[config.mk]
export PLATFORM = sky130hd
export DESIGN_NAME = pipeline_mem_stage
export DESIGN_NICKNAME = d
export VERILOG_FILES = /design/src/rtl/pipeline_mem_stage.sv
export SDC_FILE = /design/constraint.sdc
export NUM_CORES = 1
export LEC_CHECK = 0
export ABC_CLOCK_PERIOD_IN_PS = 7300
export CAP_MARGIN = 40
export CORE_MARGIN = 2
export CORE_UTILIZATION = 44
export DETAILED_ROUTE_END_ITERATION = 8
export PLACE_DENSITY = 0.76
export SYNTH_ARGS = -nofsm -noshare
export SYNTH_HDL_FRONTEND = slang
export SYNTH_SLANG_ARGS = --single-unit
[constraint.sdc]
create_clock -name clk -period 7.3 [get_ports clk]
set_input_delay 2.19 -clock clk [delete_from_list [all_inputs] [get_ports clk]]
set_output_delay 2.19 -clock clk [all_outputs]
set_load 0.05 [all_outputs]
[src/rtl/pipeline_mem_stage.sv]
// Pipeline memory stage: issues a held load/store request and writes results to WB.
// Define MEM_ALIGN_CHECK_EN to trap misaligned word/half accesses instead of masking the address bits.
module pipeline_mem_stage (
  input  logic        clk,
  input  logic        reset,
  input  logic        dmem_enable,
  input  logic        dmem_write_enable,
  input  logic [1:0]  dmem_type,
  input  logic [31:0] rt_data_in,
  input  logic [31:0] alu_result_in,
  input  logic [4:0]  rd_write_address_in,
  input  logic        rd_select_in,
  input  logic        rd_write_enable_in,
  output logic        mem_req,
  output logic        mem_write,
  output logic [31:0] mem_addr,
  output logic [31:0] mem_wdata,
  output logic [3:0]  mem_be,
  input  logic        mem_ready,
  input  logic [31:0] mem_rdata,
  output logic [31:0] wb_alu_result,
  output logic [31:0] wb_mem_data,
  output logic [4:0]  wb_rd_write_address,
  output logic        wb_rd_select,
  output logic        wb_rd_write_enable,
  output logic        stall_out,
  output logic        align_error
);

  typedef enum logic {IDLE, ACCESS} state_t;

  state_t      state_q, state_d;

  logic        req_write;
  logic [31:0] req_alu;
  logic [31:0] req_wdata;
  logic [3:0]  req_be;
  logic [1:0]  req_type;
  logic [4:0]  req_rd;
  logic        req_sel;
  logic        req_we;

  logic        pend_valid;
  logic [31:0] pend_alu;
  logic [4:0]  pend_rd;
  logic        pend_sel;

  logic        sample, complete, misaligned, start_access;
  logic [3:0]  be_d;
  logic [31:0] wdata_d;
  logic [15:0] ld_half;
  logic [31:0] ld_shift;
  logic [7:0]  ld_byte;
  logic [31:0] load_data;

  assign stall_out = (state_q == ACCESS) && !mem_ready;
  assign sample    = !stall_out;
  assign complete  = (state_q == ACCESS) && mem_ready;

`ifdef MEM_ALIGN_CHECK_EN
  assign misaligned = dmem_enable &&
                      (((dmem_type == 2'b00) && (alu_result_in[1:0] != 2'b00)) ||
                       ((dmem_type == 2'b01) && alu_result_in[0]));
`else
  assign misaligned = 1'b0;
`endif

  assign start_access = sample && dmem_enable && !misaligned;

  assign mem_req   = (state_q == ACCESS);
  assign mem_write = req_write;
  assign mem_addr  = {req_alu[31:2], 2'b00};
  assign mem_wdata = req_wdata;
  assign mem_be    = req_be;

  always_comb begin
    be_d    = 4'b1111;
    wdata_d = rt_data_in;
    case (dmem_type)
      2'b00: begin
        be_d    = 4'b1111;
        wdata_d = rt_data_in;
      end
      2'b01: begin
        be_d    = alu_result_in[1] ? 4'b1100 : 4'b0011;
        wdata_d = {2{rt_data_in[15:0]}};
      end
      default: begin
        be_d    = 4'b0001 << alu_result_in[1:0];
        wdata_d = {4{rt_data_in[7:0]}};
      end
    endcase
  end

  always_comb begin
    ld_half   = req_alu[1] ? mem_rdata[31:16] : mem_rdata[15:0];
    ld_shift  = mem_rdata >> {req_alu[1:0], 3'b000};
    ld_byte   = ld_shift[7:0];
    load_data = mem_rdata;
    case (req_type)
      2'b00:   load_data = mem_rdata;
      2'b01:   load_data = {{16{ld_half[15]}}, ld_half};
      2'b10:   load_data = {{24{ld_byte[7]}}, ld_byte};
      default: load_data = {24'h0, ld_byte};
    endcase
  end

  always_comb begin
    state_d = state_q;
    if (sample) begin
      state_d = start_access ? ACCESS : IDLE;
    end
  end

  // A register-writing ALU op sampled while a completing access owns the WB slot
  // is parked in pend_* and written on the next edge, so no op is ever dropped.
  always_ff @(posedge clk or posedge reset) begin
    if (reset) begin
      state_q             <= IDLE;
      req_write           <= 1'b0;
      req_alu             <= '0;
      req_wdata           <= '0;
      req_be              <= '0;
      req_type            <= '0;
      req_rd              <= '0;
      req_sel             <= 1'b0;
      req_we              <= 1'b0;
      pend_valid          <= 1'b0;
      pend_alu            <= '0;
      pend_rd             <= '0;
      pend_sel            <= 1'b0;
      wb_alu_result       <= '0;
      wb_mem_data         <= '0;
      wb_rd_write_address <= '0;
      wb_rd_select        <= 1'b0;
      wb_rd_write_enable  <= 1'b0;
      align_error         <= 1'b0;
    end else begin
      state_q     <= state_d;
      align_error <= sample && misaligned;

      if (start_access) begin
        req_write <= dmem_write_enable;
        req_alu   <= alu_result_in;
        req_wdata <= wdata_d;
        req_be    <= be_d;
        req_type  <= dmem_type;
        req_rd    <= rd_write_address_in;
        req_sel   <= rd_select_in;
        req_we    <= rd_write_enable_in;
      end

      if (!sample) begin
        wb_rd_write_enable <= 1'b0;
      end else if (complete || pend_valid) begin
        if (complete) begin
          wb_alu_result       <= req_alu;
          wb_mem_data         <= load_data;
          wb_rd_write_address <= req_rd;
          wb_rd_select        <= req_sel;
          wb_rd_write_enable  <= req_we && !req_write;
        end else begin
          wb_alu_result       <= pend_alu;
          wb_rd_write_address <= pend_rd;
          wb_rd_select        <= pend_sel;
          wb_rd_write_enable  <= 1'b1;
        end
        pend_valid <= !dmem_enable && rd_write_enable_in;
        pend_alu   <= alu_result_in;
        pend_rd    <= rd_write_address_in;
        pend_sel   <= rd_select_in;
      end else if (dmem_enable) begin
        wb_rd_write_enable <= 1'b0;
      end else begin
        wb_alu_result       <= alu_result_in;
        wb_rd_write_address <= rd_write_address_in;
        wb_rd_select        <= rd_select_in;
        wb_rd_write_enable  <= rd_write_enable_in;
      end
    end
  end

endmodule

==> flow_metrics.py, run 1 <==
metrics = {
    "outcome": {
        "status": "finished clean",
    },
    "route": {
        "antenna_left": 0,
        "drtPass1Iterations": 4,
        "drtIter0Drc": 268,
        "drt-total-wl_mm": 23.2,
        "drc_errors": 0,
        "via_count": 6646,
        "vias_per_cell": 5.40,
        "wl_per_cell_um": 18.9,
    },
    "placement": {
        "gp_congestion": 0.860,
        "portBuffers": 249,
        "dp.cells": 1197,
        "post-place-ws_ns": 1.55,
        "placed_area_um2": 11700,
        "dp_hpwl_mm": 15.6,
    },
    "layout": {
        "final_cells": 1230,
        "design_area_um2": 12300,
        "final_nets": 1051,
        "area_growth_pct": 32.6,
        "final_layout_size_suffix_gt1_frac": 0.219,
    },
    "synth": {
        "ys_seq_elements": 189,
        "yosys.cell_types.count": 44,
        "avgSynthCellArea_um2": 12.3,
        "ys_seq_area_frac": 0.511,
        "synthesis.instances": 753,
        "synth_edf_count": 0,
        "ys_warn_count": 0,
        "ys.flop_type": "dfrtp_1",
        "async_reset_ff_frac": 1.00,
        "syn_area_um2": 9250,
    },
    "global_route": {
        "grt_pass1_vias": 6749,
        "grt_pass1_wl_mm": 36.7,
        "grt_start_max_net_pins": 190,
        "overflow": 0,
        "track_usage": 0.211,
        "antenna_found_initial": 1,
    },
    "power": {
        "power_leakage_uw": 0.00501,
        "p_sw_uw": 1440,
        "pwr-share-clk": 0.246,
        "seq_power_share": 0.369,
        "share_comb_of_total_power": 0.385,
        "sw_frac_of_total": 0.385,
        "power_density_nw_per_um2": 305,
        "p_int_uw": 2300,
        "worst_ir_drop_vdd_v": 0.000149,
        "power_uw": 3740,
    },
    "die": {
        "fp-row-count": 53,
        "core_area_um2": 20800,
        "fp.dieH_um": 149,
        "io-pin-count": 253,
        "die_x_um": 149,
        "dieArea_um2": 22200,
        "initial_core_util": 0.444,
    },
    "min_path": {
        "min_path_type": "register to register",
        "hp-start": "req_rd[0]",
    },
    "clocking": {
        "cts_sinks": 189,
        "cts_root_buf": "clkbuf_16",
        "ctsHtreeMaxLevel": 4,
        "clkLatencyLatePin_ns": 0.42,
        "clk_path_buf_depth": 2,
        "cts_resized": 0,
        "tritoncts": "yes",
        "holdBufCountCts": 0,
        "post-cts-setup-buffers": 0,
        "clk_pin_slew_worst_paths_ns": 0.06,
        "cts_buffers": 17,
    },
    "worst_setup_path": {
        "r2r-end": "wb_mem_data[29]",
        "rrSetupSlack_ns": 4.28,
        "startpoint": "mem_ready",
        "crit_type": "input port to output pin",
        "timing.rr.start": "mem_req",
        "end_kind": "output pin",
        "startpoint_type": "input port",
        "critPathRequiredTime_ns": 5.11,
        "r2r_cells": 5,
        "crit_arrival_ns": 3.55,
        "cp-endpoint": "stall_out",
        "crit_fanout": 22,
    },
    "timing": {
        "fin_crit_ns": 5.74,
        "setup_tns_ns": 0,
        "timing.final.hold_violations": 0,
        "finalSetupViolCount": 0,
        "fin_crit_sh": 0.787,
        "rsz0062_at_grt": "no",
        "clock_skew_ns": 0.0124,
        "max_freq_ghz": 0.174,
        "worstMarginPinSlew_ns": 1.20,
        "slew_viol_final": 0,
        "max-slew-margin-rel": 0.201,
        "fin_ws_ns": 1.56,
    },
    "flow_run": {
        "maxCapViolations": 0,
    },
}
-- worst min path at each step --
stage / end / slack [ns] / depth (start not counted)
after floorplan: pend_alu[0] / 0.48 / 1
after global placement: wb_mem_data[9] / 0.48 / 2
after detailed placement: pend_alu[17] / 0.49 / 1
after CTS: pend_alu[17] / 0.51 / 1
after global routing: pend_alu[5] / 0.52 / 1
final: req_rd[0] / 0.51 / 1
-- per-stage QoR --
step	util	hold slack, ns
after floorplan	-	0.479
after global placement	0.558	0.479
after detailed placement	0.561	0.493
after CTS	0.589	0.509
after global routing	0.589	0.515
final	0.589	0.507
-- cell type report --
| class | count | area [um2] |
|---|---|---|
| diodes | 1 | 2.50 |
| inverters | 4 | 18.8 |
| clock buffers | 18 | 429 |
| repair buffers | 260 | 2630 |
| flip-flops and latches | 189 | 4730 |
| clock inverters | 14 | 155 |
| fillers | 1733 | 8560 |
| multi-input cells | 469 | 3960 |
| well taps | 275 | 344 |
-- registers in the layout, indices dropped and copies added, names as in the netlist --
name	count
mem_write	1
wb_rd_write_enable	1
req_type	2
mem_wdata	32
wb_rd_write_address	5
pend_sel	1
req_sel	1
mem_req	1
wb_mem_data	32
wb_alu_result	32
mem_be	4
req_alu	32
pend_alu	32
pend_valid	1
wb_rd_select	1
req_rd	5
pend_rd	5
req_we	1
-- routing by layer --
metal	share of wire	routed length, um	vias to the layer above	global-route usage
met4	0.018	417	0	0.0624
met5	0	0	-	0
met1	0.43	10100	3319	0.279
met3	0.069	1590	28	0.0609
met2	0.48	11100	215	0.338
li1	-	-	3084	-
-- critical path: stages --
cell and delay, ns:
buf_2 0.11, nand2b_4 0.26, inv_1 0.18, clkdlybuf4s50_1 0.82
-- power groups by stage --
stage / clock network (uW) / registers (uW) / logic, uW
after floorplan: 0 / 1820 / 557
after global placement: 0 / 1400 / 1420
after detailed placement: 0 / 1400 / 1450
after CTS: 941 / 1380 / 1450
after global routing: 987 / 1410 / 1510
final: 917 / 1380 / 1440
-- cell usage after synthesis, types with 6 or more instances --
library cell	n	area (um2)
o211ai_1	6	45.0
nand4_1	7	43.8
a21boi_0	7	52.6
mux2_4	20	300
nand2b_1	16	100
buf_2	22	110
mux2_2	116	1310
nand2_1	24	90.1
a31oi_1	9	56.3
nand3_1	38	190
buf_6	8	90.1
o221a_2	15	169
dfrtp_1	189	4730
clkbuf_1	24	90.1
a2bb2oi_1	6	52.6
o221ai_1	7	61.3
buf_4	38	285
o21ai_0	49	245
mux2i_1	71	711
a21oi_1	29	145
nor2b_1	18	113
-- kinds of logic (layout without fill, tap and decap cells) --
family	after synthesis	count (layout)	share of synthesized area
muxes	209	209	0.254
DFF	189	189	0.511
AOI/OAI and AO/OA	141	141	0.103
and+or+nand+nor	116	116	0.0668
buffers and inverters	97	296	0.0644
other	1	4	0.000405
-- placed cells by master (no fill, tap or decap), types with 2 or more instances in the layout --
cell type / netlist / final
a21boi_0: 7 / 7
a21oi_1: 29 / 29
a2bb2oi_1: 6 / 6
a311oi_1: 2 / 2
a31oi_1: 9 / 9
buf_12: 0 / 3
buf_4: 38 / 7
clkbuf_16: 0 / 17
clkdlybuf4s50_1: 0 / 248
clkinv_4: 0 / 4
clkinvlp_4: 0 / 4
conb_1: 1 / 3
dfrtp_1: 189 / 187
dfrtp_2: 0 / 2
inv_1: 4 / 3
inv_6: 0 / 2
inv_8: 0 / 3
mux2_2: 116 / 116
mux2_4: 20 / 20
mux2i_1: 71 / 71
mux2i_4: 1 / 2
nand2_1: 24 / 24
nand2b_1: 16 / 16
nand3_1: 38 / 38
nand3b_1: 3 / 3
nand4_1: 7 / 7
nor2_1: 4 / 4
nor2b_1: 18 / 18
o211ai_1: 6 / 6
o21ai_0: 49 / 49
o221a_2: 15 / 15
o221ai_1: 7 / 7
(Power assumes the default switching activity.)
==> run 2: changes to the inputs <==
==> config.mk (replaced) <==
export PLATFORM = sky130hd
export DESIGN_NAME = pipeline_mem_stage
export DESIGN_NICKNAME = d
export VERILOG_FILES = /design/src/rtl/pipeline_mem_stage.sv
export SDC_FILE = /design/constraint.sdc
export NUM_CORES = 1
export LEC_CHECK = 0
export ABC_CLOCK_PERIOD_IN_PS = 5600
export CAP_MARGIN = 40
export CORE_MARGIN = 2
export CORE_UTILIZATION = 49
export DETAILED_ROUTE_END_ITERATION = 8
export PLACE_DENSITY = 0.8
export SYNTH_ARGS = -nofsm -noshare
export SYNTH_HDL_FRONTEND = slang
export SYNTH_SLANG_ARGS = --single-unit
==> constraint.sdc (replaced) <==
create_clock -name clk -period 5.6 [get_ports clk]
set_input_delay 1.68 -clock clk [delete_from_list [all_inputs] [get_ports clk]]
set_output_delay 1.68 -clock clk [all_outputs]
set_load 0.05 [all_outputs]
==> run 2 against run 1 <==
  * Sequential share of layout area barely moved
  * Clock power grew 43%
  * Non-clock buffer count is 2 higher
  * Critical path depth unchanged
  * Power is 34% higher
==> flow_metrics.py, run 2 (synthesis results as in run 1) <==
metrics = {
    "outcome": {
        "status": "finished clean",
    },
    "timing": {
        "fin_crit_ns": 4.15,
        "max-slew-margin-rel": 0.296,
        "clock_skew_ns": 0.0120,
        "slew_viol_final": 0,
        "setup_tns_ns": 0,
        "finalSetupViolCount": 0,
        "rsz0062_at_grt": "no",
        "max_freq_ghz": 0.241,
        "fin_ws_ns": 1.45,
        "worstMarginPinSlew_ns": 1.06,
        "timing.final.hold_violations": 0,
        "fin_crit_sh": 0.742,
    },
    "worst_setup_path": {
        "slowest_delay_ns": 0.26,
        "path_cells": "buf_2 > nand2b_4 > inv_1 > buf_4",
        "critPathRequiredTime_ns": 3.92,
        "critPathTopFamily": "buffers and inverters",
        "crit_type": "input port to output pin",
        "critPathBufInv": 3,
        "startpoint_type": "input port",
        "crit_arrival_ns": 2.47,
        "end_kind": "output pin",
        "cp_slowest_cell": "nand2b_4",
        "crit_fanout": 22,
    },
    "clocking": {
        "clk_path_buf_depth": 2,
        "clkLatencyLatePin_ns": 0.43,
        "ctsHtreeMaxLevel": 4,
        "post-cts-setup-buffers": 0,
        "cts_sinks": 189,
        "cts_buffers": 17,
        "holdBufCountCts": 0,
        "tritoncts": "yes",
        "cts_resized": 0,
        "cts_root_buf": "clkbuf_16",
        "clk_pin_slew_worst_paths_ns": 0.06,
    },
    "power": {
        "share_comb_of_total_power": 0.377,
        "p_sw_uw": 1870,
        "worst_ir_drop_vdd_v": 0.000211,
        "pwr-share-clk": 0.263,
        "seq_power_share": 0.361,
        "power_density_nw_per_um2": 407,
        "power_leakage_uw": 0.00506,
        "p_int_uw": 3120,
        "sw_frac_of_total": 0.374,
        "power_uw": 4990,
    },
    "global_route": {
        "grt_pass1_vias": 6975,
        "grt_pass1_wl_mm": 37.5,
        "track_usage": 0.237,
        "grt_start_max_net_pins": 190,
        "overflow": 0,
        "antenna_found_initial": 0,
    },
    "die": {
        "fp.dieH_um": 141,
        "io-pin-count": 253,
        "dieArea_um2": 20000,
        "fp-row-count": 50,
        "die_x_um": 141,
        "initial_core_util": 0.496,
        "core_area_um2": 18600,
    },
    "route": {
        "drtIter0Drc": 327,
        "drt-total-wl_mm": 23.5,
        "wl_per_cell_um": 19.7,
        "via_count": 6722,
        "antenna_left": 0,
        "drtPass1Iterations": 4,
        "drc_errors": 0,
        "vias_per_cell": 5.65,
    },
    "layout": {
        "final_common_cell": "clkdlybuf4s50_1",
        "final_cell_mix": "247 x clkdlybuf4s50_1, 187 x dfrtp_1, 116 x mux2_2",
        "num-fill-cells": 1461,
        "design_area_um2": 12300,
        "num_antenna_cells": 0,
        "final_nets": 1053,
        "final_layout_size_suffix_gt1_frac": 0.222,
        "area_growth_pct": 32.7,
    },
    "placement": {
        "gp_congestion": 0.797,
        "placed_area_um2": 11600,
        "dp_hpwl_mm": 15.4,
        "portBuffers": 249,
        "post-place-ws_ns": 1.43,
    },
    "flow_run": {
        "maxCapViolations": 0,
    },
    "min_path": {
        "min_path_type": "register to register",
    },
}
==> run 2: changes by cell type in the layout (fill, tap and decap cells not counted) <==
cell | previous run | this run
clkinv_2 | 0 | 2
buf_12 | 3 | 1
buf_4 | 7 | 10
inv_6 | 2 | 4
bufinv_16 | 1 | 4
clkdlybuf4s50_1 | 248 | 247
inv_8 | 3 | 2
buf_16 | 1 | 2
clkinv_4 | 4 | 1
buf_8 | 0 | 1
clkinvlp_4 | 4 | 2
diode_2 | 1 | 0
clkinv_8 | 1 | 0
==> run 2: worst min-delay path, stage by stage, from the launching register on <==
cell and delay (ns):
dfrtp_1 0.34, nand2_1 0.05, o221ai_1 0.06
==> run 2: cell type report <==
| cell class | instances | area (um2) | share of cell area |
|---|---|---|---|
| sequential | 189 | 4730 | 0.386 |
| multi-input combinational | 469 | 3960 | 0.322 |
| timing repair buffer | 262 | 2640 | 0.215 |
| clock buffer | 18 | 429 | 0.0350 |
| tap | 234 | 293 | 0.0239 |
| clock inverter | 14 | 204 | 0.0166 |
| inverter | 4 | 18.8 | 0.00153 |
==> run 2: worst paths after layout <==
path	from	cells past startpoint	to	slack [ns]
worst max-delay path	mem_ready	4	stall_out	1.45
worst min-delay path	wb_mem_data[13]	2	wb_mem_data[13]	0.49
worst max register to register	mem_req	6	wb_alu_result[15]	2.85
worst min register to register	wb_mem_data[13]	2	wb_mem_data[13]	0.49
max in group asynchronous	reset	3	pend_valid	2.89
min in group asynchronous	reset	3	wb_mem_data[5]	1.84
==> run 2: through the flow <==
stage / utilization / cells / hold slack, ns
after CTS: 0.658 / 1190 / 0.497
after floorplan: - / 755 / 0.479
final: 0.658 / 1190 / 0.495
after global routing: 0.658 / 1190 / 0.521
after detailed placement: 0.624 / 1158 / 0.477
after global placement: 0.621 / 1155 / 0.478
==> run 2: routing by layer <==
layer / GRT usage / vias to the layer above / routed length (um)
li1: - / 3078 / -
met1: 0.305 / 3420 / 10200
met5: 0 / - / 0
met4: 0.0874 / 0 / 539
met2: 0.402 / 191 / 11600
met3: 0.0422 / 33 / 1110
==> run 2: power by group through the flow <==
stage | Sequential, uW | Combinational (uW) | Clock [uW]
6_report | 1800 | 1880 | 1310
5_1_grt | 1830 | 1970 | 1390
4_1_cts | 1800 | 1890 | 1340
3_5_place_dp | 1820 | 1890 | 0
3_3_place_gp | 1820 | 1850 | 0
2_1_floorplan | 2370 | 726 | 0
==> run 3: changes to the inputs <==
--- a/config.mk
+++ b/config.mk
@@ -5,7 +5,7 @@
 export SDC_FILE = /design/constraint.sdc
 export NUM_CORES = 1
 export LEC_CHECK = 0
-export ABC_CLOCK_PERIOD_IN_PS = 5600
+export ABC_CLOCK_PERIOD_IN_PS = 4200
 export CAP_MARGIN = 40
 export CORE_MARGIN = 2
 export CORE_UTILIZATION = 49
==> constraint.sdc (replaced) <==
create_clock -name clk -period 4.2 [get_ports clk]
set_input_delay 1.26 -clock clk [delete_from_list [all_inputs] [get_ports clk]]
set_output_delay 1.26 -clock clk [all_outputs]
set_load 0.05 [all_outputs]
==> run 3 against run 2 <==
  * Clock power is 23% higher
  * Hold slack gained 0.0095 ns
  * Critical path depth did not move
  * Non-clock buffer count increased by 5
  * Via count grew 0.15%
  * Clock-buffer cell count is 4 higher
  * Design area about the same
  * Sequential cell count unchanged
  * Sequential power increased by 34%
  * Highest routed layer unchanged
==> flow_metrics.py, run 3 (synthesis results as in run 1) <==
metrics = {
    "outcome": {
        "status": "finished clean",
    },
    "clocking": {
        "cts_root_buf": "clkbuf_16",
        "holdBufCountCts": 0,
        "cts_buffers": 17,
        "clk_pin_slew_worst_paths_ns": 0.06,
        "clk_path_buf_depth": 2,
        "tritoncts": "yes",
        "cts_resized": 0,
        "ctsHtreeMaxLevel": 4,
        "post-cts-setup-buffers": 0,
        "clkLatencyLatePin_ns": 0.42,
        "cts_sinks": 189,
    },
    "min_path": {
        "holdPathEnd": "wb_mem_data[8]",
        "hp-start": "wb_mem_data[8]",
        "min_path_type": "register to register",
        "hold-path-cell-count": 2,
    },
    "die": {
        "fp-row-count": 50,
        "initial_core_util": 0.496,
        "die_x_um": 141,
        "dieArea_um2": 20000,
        "io-pin-count": 253,
        "fp.dieH_um": 141,
        "core_area_um2": 18600,
    },
    "layout": {
        "final_common_cell": "clkdlybuf4s50_1",
        "final_nets": 1058,
        "final_cell_mix": "247 x clkdlybuf4s50_1, 187 x dfrtp_1, 116 x mux2_2",
        "final_layout_size_suffix_gt1_frac": 0.224,
        "area_growth_pct": 32.6,
        "final_cells": 1195,
        "layout.core_utilization": 0.658,
    },
    "timing": {
        "clock_skew_ns": 0.00748,
        "max-slew-margin-rel": 0.519,
        "slew_viol_final": 0,
        "worstMarginPinSlew_ns": 0.721,
        "rsz0062_at_grt": "no",
        "finalSetupViolCount": 0,
        "setup_tns_ns": 0,
        "fin_crit_ns": 3.30,
        "timing.final.hold_violations": 0,
        "max_freq_ghz": 0.303,
        "fin_crit_sh": 0.785,
    },
    "route": {
        "via_count": 6732,
        "wl_per_cell_um": 19.4,
        "antenna_left": 0,
        "vias_per_cell": 5.63,
        "drt-total-wl_mm": 23.2,
        "drc_errors": 0,
        "drtIter0Drc": 342,
        "drtPass1Iterations": 5,
    },
    "worst_setup_path": {
        "critPathRequiredTime_ns": 2.94,
        "startpoint_type": "input port",
        "crit_type": "input port to output pin",
        "crit_fanout": 22,
        "end_kind": "output pin",
        "rrSetupSlack_ns": 1.66,
        "r2r-end": "wb_mem_data[29]",
        "timing.rr.start": "mem_req",
        "r2r_cells": 4,
        "crit_arrival_ns": 2.04,
    },
    "placement": {
        "portBuffers": 249,
        "gp_congestion": 0.828,
        "dp_hpwl_mm": 15.9,
        "dp.cells": 1163,
    },
    "power": {
        "power_density_nw_per_um2": 532,
        "worst_ir_drop_vdd_v": 0.000308,
        "power_uw": 6520,
        "power_leakage_uw": 0.00505,
    },
    "flow_run": {
        "maxCapViolations": 0,
    },
    "global_route": {
        "antenna_found_initial": 0,
        "grt_start_max_net_pins": 78,
        "track_usage": 0.235,
        "grt_pass1_vias": 6886,
        "grt_pass1_wl_mm": 36.8,
        "overflow": 0,
    },
}
-- run 3: cell count changes in the layout (fill, tap and decap cells not counted), sizes merged --
cell	delta
clkinvlp	+2
diode	+1
clkbuf	+4
buf	+5
inv	-5
bufinv	-2
-- run 3: how the worst max path moves through the flow --
| stage | slack [ns] | startpoint | cells past startpoint | end |
|---|---|---|---|---|
| after floorplan | 0.51 | reset | 1 | mem_be[0] |
| after global placement | 0.79 | mem_ready | 5 | wb_mem_data[25] |
| after detailed placement | 0.76 | mem_ready | 5 | wb_mem_data[29] |
| after CTS | 0.89 | mem_ready | 4 | stall_out |
| after global routing | 0.85 | mem_ready | 4 | stall_out |
| final | 0.90 | mem_ready | 4 | stall_out |
-- run 3: stage by stage --
stage / setup WS, ns / instance area (um2) / hold WS, ns
after CTS: 0.892 / 12300 / 0.505
after floorplan: 0.506 / 9260 / 0.479
after detailed placement: 0.762 / 11700 / 0.483
after global placement: 0.793 / 11600 / 0.483
after global routing: 0.845 / 12300 / 0.516
final: 0.904 / 12300 / 0.504
-- run 3: critical path: stages --
cell      delay (ns)
buf_2           0.11
nand2b_4        0.27
inv_1           0.18
buf_4           0.22
-- run 3: area by class of cell --
type                    count  area [um2]
fillers                  1441        6380
clock buffers              22         474
diodes                      1        2.50
multi-input cells         469        3960
inverters                   4        18.8
clock inverters             9         110
well taps                 234         293
repair buffers            267        2680
flip-flops and latches    189        4730
-- run 3: metal layers --
metal | track usage | routed length, um
met1 | 0.304 | 9860
met4 | 0.0874 | 567
met5 | 0 | 0
met3 | 0.0516 | 1270
met2 | 0.391 | 11500
-- run 3: report_power, final --
part | switching, uW | internal (uW) | total (uW) | leakage, uW
Sequential | 241 | 2170 | 2410 | 0.00222
Clock | 690 | 923 | 1610 | 0.000279
Combinational | 1520 | 984 | 2500 | 0.00255
